<file path="config.mk">
export PLATFORM = sky130hd
export DESIGN_NAME = mux_n_1_scan
export DESIGN_NICKNAME = d
export VERILOG_FILES = /design/src/rtl/mux_pkg.sv /design/src/rtl/mux_scan_ctr.sv /design/src/rtl/mux_n_1_scan.sv
export SDC_FILE = /design/constraint.sdc
export NUM_CORES = 1
export LEC_CHECK = 0
export BUFFER_PORTS_ARGS = -buffer_cell sky130_fd_sc_hd__buf_4
export CAP_MARGIN = 40
export CORE_MARGIN = 5
export CORE_UTILIZATION = 44
export DETAILED_ROUTE_END_ITERATION = 10
export PLACE_DENSITY = 0.71
export REMOVE_ABC_BUFFERS = 1
export SYNTH_ARGS = -nofsm -noshare
export SYNTH_HDL_FRONTEND = slang
export SYNTH_SLANG_ARGS = --single-unit
</file>
<file path="constraint.sdc">
create_clock -name clk -period 1.4 [get_ports clk]
set_input_delay 0.14 -clock clk [delete_from_list [all_inputs] [get_ports clk]]
set_output_delay 0.14 -clock clk [all_outputs]
set_load 0.02 [all_outputs]
</file>
<file path="src/rtl/mux_pkg.sv">
// Shared types and constants for the N:1 scanning mux.
package mux_pkg;
  typedef enum logic {MAN = 1'b0, SCAN = 1'b1} state_t;

  localparam logic MODE_MAN  = 1'b0;
  localparam logic MODE_SCAN = 1'b1;

  // Select width: at least one bit even for tiny N.
  function automatic int sel_w(input int n);
    return (n > 2) ? $clog2(n) : 1;
  endfunction
endpackage

</file>
<file path="src/rtl/mux_scan_ctr.sv">
// Round-robin channel counter: holds each channel for DWELL advances, then wraps N-1 -> 0.
module mux_scan_ctr #(
  parameter int N     = 3,
  parameter int DWELL = 4,
  parameter int SW    = 2
) (
  input  logic          clk,
  input  logic          rst_n,
  input  logic          clr,
  input  logic          adv,
  output logic [SW-1:0] ch,
  output logic          wrap
);
  localparam int DWW = $clog2(DWELL + 1);

  logic [DWW-1:0] dw;

  // Terminal dwell count: the next advance moves to the next channel.
  assign wrap = (dw == DWW'(DWELL - 1));

  always_ff @(posedge clk or negedge rst_n) begin
    if (!rst_n) begin
      dw <= '0;
      ch <= '0;
    end else if (clr) begin
      dw <= '0;
      ch <= '0;
    end else if (adv) begin
      if (wrap) begin
        dw <= '0;
        ch <= (ch == SW'(N - 1)) ? '0 : ch + 1'b1;
      end else begin
        dw <= dw + 1'b1;
      end
    end
  end
endmodule

</file>
<file path="src/rtl/mux_n_1_scan.sv">
// N:1 registered mux with manual select or dwell-based round-robin scan.
module mux_n_1_scan
  import mux_pkg::*;
#(
  parameter  int WIDTH = 3,
  parameter  int N     = 3,
  parameter  int DWELL = 4,
  localparam int SW    = sel_w(N)
) (
  input  logic               clk,
  input  logic               rst_n,
  input  logic               en,
  input  logic               mode,
  input  logic [SW-1:0]      s,
  input  logic [N*WIDTH-1:0] d,
  output logic [WIDTH-1:0]   y,
  output logic [SW-1:0]      y_ch,
  output logic               y_valid,
  output logic               sel_err
);
  state_t         state;
  logic [SW-1:0]  ch;
  logic           wrap;
  logic           entry;
  logic           sel_bad;
  logic [SW-1:0]  sel;
  logic [WIDTH-1:0] pick;

  // State tracks mode every cycle, independent of en.
  always_ff @(posedge clk or negedge rst_n) begin
    if (!rst_n) state <= MAN;
    else        state <= (mode == MODE_SCAN) ? SCAN : MAN;
  end

  assign entry   = (state == MAN) && (mode == MODE_SCAN);
  assign sel_bad = {1'b0, s} >= (SW + 1)'(N);

  mux_scan_ctr #(.N(N), .DWELL(DWELL), .SW(SW)) u_ctr (
    .clk   (clk),
    .rst_n (rst_n),
    .clr   (entry),
    .adv   (en && (state == SCAN)),
    .ch    (ch),
    .wrap  (wrap)
  );

  // Out-of-range s is never loaded, so steer it to channel 0 to keep the part-select in bounds.
  always_comb begin
    sel = ch;
    if (state == MAN) sel = sel_bad ? '0 : s;
    pick = d[32'(sel) * WIDTH +: WIDTH];
  end

  always_ff @(posedge clk or negedge rst_n) begin
    if (!rst_n) begin
      y       <= '0;
      y_ch    <= '0;
      y_valid <= 1'b0;
      sel_err <= 1'b0;
    end else if (en && ((state == SCAN) || !sel_bad)) begin
      y       <= pick;
      y_ch    <= sel;
      y_valid <= 1'b1;
      sel_err <= 1'b0;
    end else begin
      y_valid <= 1'b0;
      sel_err <= en;
    end
  end
endmodule
</file>
==> flow_metrics.tcl <==
set metrics [dict create \
    antenna_cells 0 \
    clock_sinks 13 \
    synth_compound_area_share_pct 16.9 \
    start_kind "flip-flop" \
    vias 673 \
    whs_path_depth 3 \
    gp_congestion 0.726 \
    power_density_nw_per_um2 944 \
    slew_headroom_pct 77.2 \
    dieHeight_um 51.2 \
    crit_fanout 3 \
    clkLatencyLatePin_ns 0.28 \
    core_um2 1560 \
    reg2reg_depth 3 \
    pwr-share-clk_pct 25.5 \
    ys_warn_count 0 \
    dieArea_um2 2620 \
    track_usage_pct 14.3 \
    report.power.total_mw 0.913 \
    grt_pass1_wl_mm 2.76 \
    min_from "d[7]" \
    antenna_found_initial 0 \
    swShare_pct 29.4 \
    layout.nets 124 \
    path_class "flip-flop to flip-flop" \
    min_path_type "input port to flip-flop" \
    syn_area_per_cell_um2 9.32 \
    pwr-share-seq_pct 48.6 \
    crit_path_top_delay_cell "dfrtp_1" \
    synth_seq_cells 13 \
    fin_crit_ns 1.32 \
    drive_gt1_share_pct 29.9 \
    dr.pass1.iters 4 \
    intPower_mw 0.644 \
    path_clk_slew_ns 0.08 \
    period_share_pct 94.5 \
    rr_endpoint "u_ctr.dw[1]" \
    drc 0 \
    critPathBufInv 0 \
    cts-root-buf "clkbuf_4" \
    drv_slew 0 \
    setup_viol 0 \
    status "finished, final reports clean" \
    end_kind "flip-flop" \
    drtIter0Drc 13 \
    pwr-share-comb_pct 26.0 \
    cts_resized 0 \
    synthAdderAreaFrac_pct 1.68 \
    crit_family "flip-flops" \
    synth-xor-area-share_pct 0 \
    first_global_vias 671 \
    required_ns 1.57 \
    layout_common_cells "25 x buf_4, 13 x dfrtp_1, 9 x nor2_1" \
    synth_cells 80 \
    fillCellCount 132 \
    ys_types 24 \
    crit_arrival_ns 1.50 \
    worst_pin_slew_ns 0.342 \
    ios 22 \
    synth_area_um2 746 \
    grt_max_degree 14 \
    timing.fmax_ghz 0.756 \
    power_leakage_nw 0.480 \
    routed_wl_mm 1.66 \
    h-tree-depth 1 \
    cp_slowest_stage_delay_ns 0.40 \
    yosysSeqAreaShare_pct 43.6 \
    mostFrequentLayoutCell "buf_4" \
    hold_viol_final 0 \
    dp_hpwl_mm 1.23 \
    cts_tree "built" \
    setup_tns_ns 0 \
    port_buffers 21 \
    rr_startpoint "u_ctr.dw[0]" \
    r2r_slack_ns 0.08 \
    vdd_ir_drop_max_mv 0.579 \
    routedWlPerCell_um 13.5 \
    area_delta_synth_final_pct 29.7 \
    min_to "y[1]" \
    cap_violations 0 \
    synth.area.mux_share_pct 3.02 \
    drtAntennaViolNets 0 \
    fin_skew_ns 0.00501 \
    rsz0062_at_grt "no" \
    numCtsBuffers 3 \
    instances_no_fill 123 \
    core.rowCount 14 \
    p_sw_mw 0.269 \
    die_w_um 51.2 \
    avgViaCountPerCell 5.47 \
    overflow 0 \
    yosys.area_share.simple_pct 28.4 \
    clock_path_buffers 2 \
    synth_top_family_by_area "simple AND/OR/NAND/NOR gates" \
    start_util_pct 47.8 \
    worstPathCellList "ha_1 -> mux2_1 -> a22o_1" \
    dp.cells 117 \
]
[registers in the layout (all words and copies together) (netlist names)]
signal and count:
sel_err 1, u_ctr.dw 3, state 1, y_valid 1, u_ctr.ch 2, y 3
y_ch 2
[metal layers]
metal / wire (um) / global-route usage [%]
met1: 762 / 16.6
met2: 781 / 23.6
met3: 68 / 2.03
met4: 49 / 11.2
met5: 0 / 0
[power groups by stage]
stage | logic, mW | clock network, mW | registers [mW]
2_1_floorplan | 0.0955 | 0 | 0.474
6_report | 0.237 | 0.233 | 0.444
3_5_place_dp | 0.232 | 0 | 0.451
4_1_cts | 0.239 | 0.241 | 0.444
5_1_grt | 0.261 | 0.262 | 0.450
3_3_place_gp | 0.228 | 0 | 0.449
[per-stage QoR]
stage / util, % / cell area (um2) / hold slack [ns] / setup slack [ns]
2_1_floorplan: - / 713 / -0.156 / 0.131
3_3_place_gp: 59.1 / 921 / -0.00534 / 0.129
3_5_place_dp: 59.1 / 921 / -0.00520 / 0.0964
4_1_cts: 62.0 / 967 / 0.115 / 0.0795
5_1_grt: 62.0 / 967 / 0.118 / 0.0226
6_report: 62.0 / 967 / 0.123 / 0.0777
[repair_timing]
item | CTS | global route
hold buffers | 2 | 0
setup buffers | 0 | 0
endpoints found under the hold margin | 14 | 0
[synth_stat cells]
library cell | n | share of area, %
a21oi_1 | 7 | 4.7
a22o_1 | 1 | 1.2
a311oi_1 | 1 | 1.2
a31oi_1 | 3 | 2.5
and3b_1 | 1 | 1.2
buf_2 | 2 | 1.3
buf_6 | 2 | 3.0
dfrtp_1 | 13 | 44
ha_1 | 1 | 1.7
inv_1 | 4 | 2.0
mux2_1 | 1 | 1.5
mux2_2 | 1 | 1.5
nand2_1 | 8 | 4.0
nand2b_1 | 5 | 4.2
nand4b_4 | 1 | 3.2
nor2_1 | 9 | 4.5
nor2b_1 | 2 | 1.7
nor2b_4 | 1 | 1.8
nor3_1 | 4 | 2.7
nor3b_1 | 4 | 4.0
o21a_1 | 2 | 2.0
o21ai_2 | 1 | 1.2
o22ai_1 | 5 | 4.2
or2b_1 | 1 | 1.0
[worst min-delay path, delay by kind of cell]
family / cells / cell delay [ns]
AND/OR/NAND/NOR: 1 / 0.05
buffers and inverters: 1 / 0.11
AO/OA/AOI/OAI: 1 / 0.07
[final cells by class]
cell class / count / area, um2 / share of cell area, %
well taps: 16 / 20.0 / 2.07
clock buffers: 4 / 26.3 / 2.72
multi-input cells: 59 / 373 / 38.6
flip-flops and latches: 13 / 325 / 33.6
inverters: 4 / 15.0 / 1.55
repair buffers: 27 / 208 / 21.5
[cells by family after synthesis]
| logic type | Yosys count |
|---|---|
| AO/OA/AOI/OAI | 20 |
| flip-flops | 13 |
| multiplexers | 2 |
| AND/OR/NAND/NOR | 36 |
| buffers and inverters | 8 |
| adder cells (fa/ha/maj) | 1 |
[worst max path at each step]
stage / start / end / slack [ns] / depth (start not counted)
2_1_floorplan: state / y[0] / 0.13 / 3
3_3_place_gp: u_ctr.dw[0] / u_ctr.dw[1] / 0.13 / 3
3_5_place_dp: u_ctr.dw[0] / u_ctr.dw[1] / 0.1 / 3
4_1_cts: u_ctr.dw[0] / u_ctr.dw[1] / 0.08 / 3
5_1_grt: state / y[0] / 0.02 / 4
6_report: u_ctr.dw[0] / u_ctr.dw[1] / 0.08 / 3
Power figures use the tool's default switching activity.
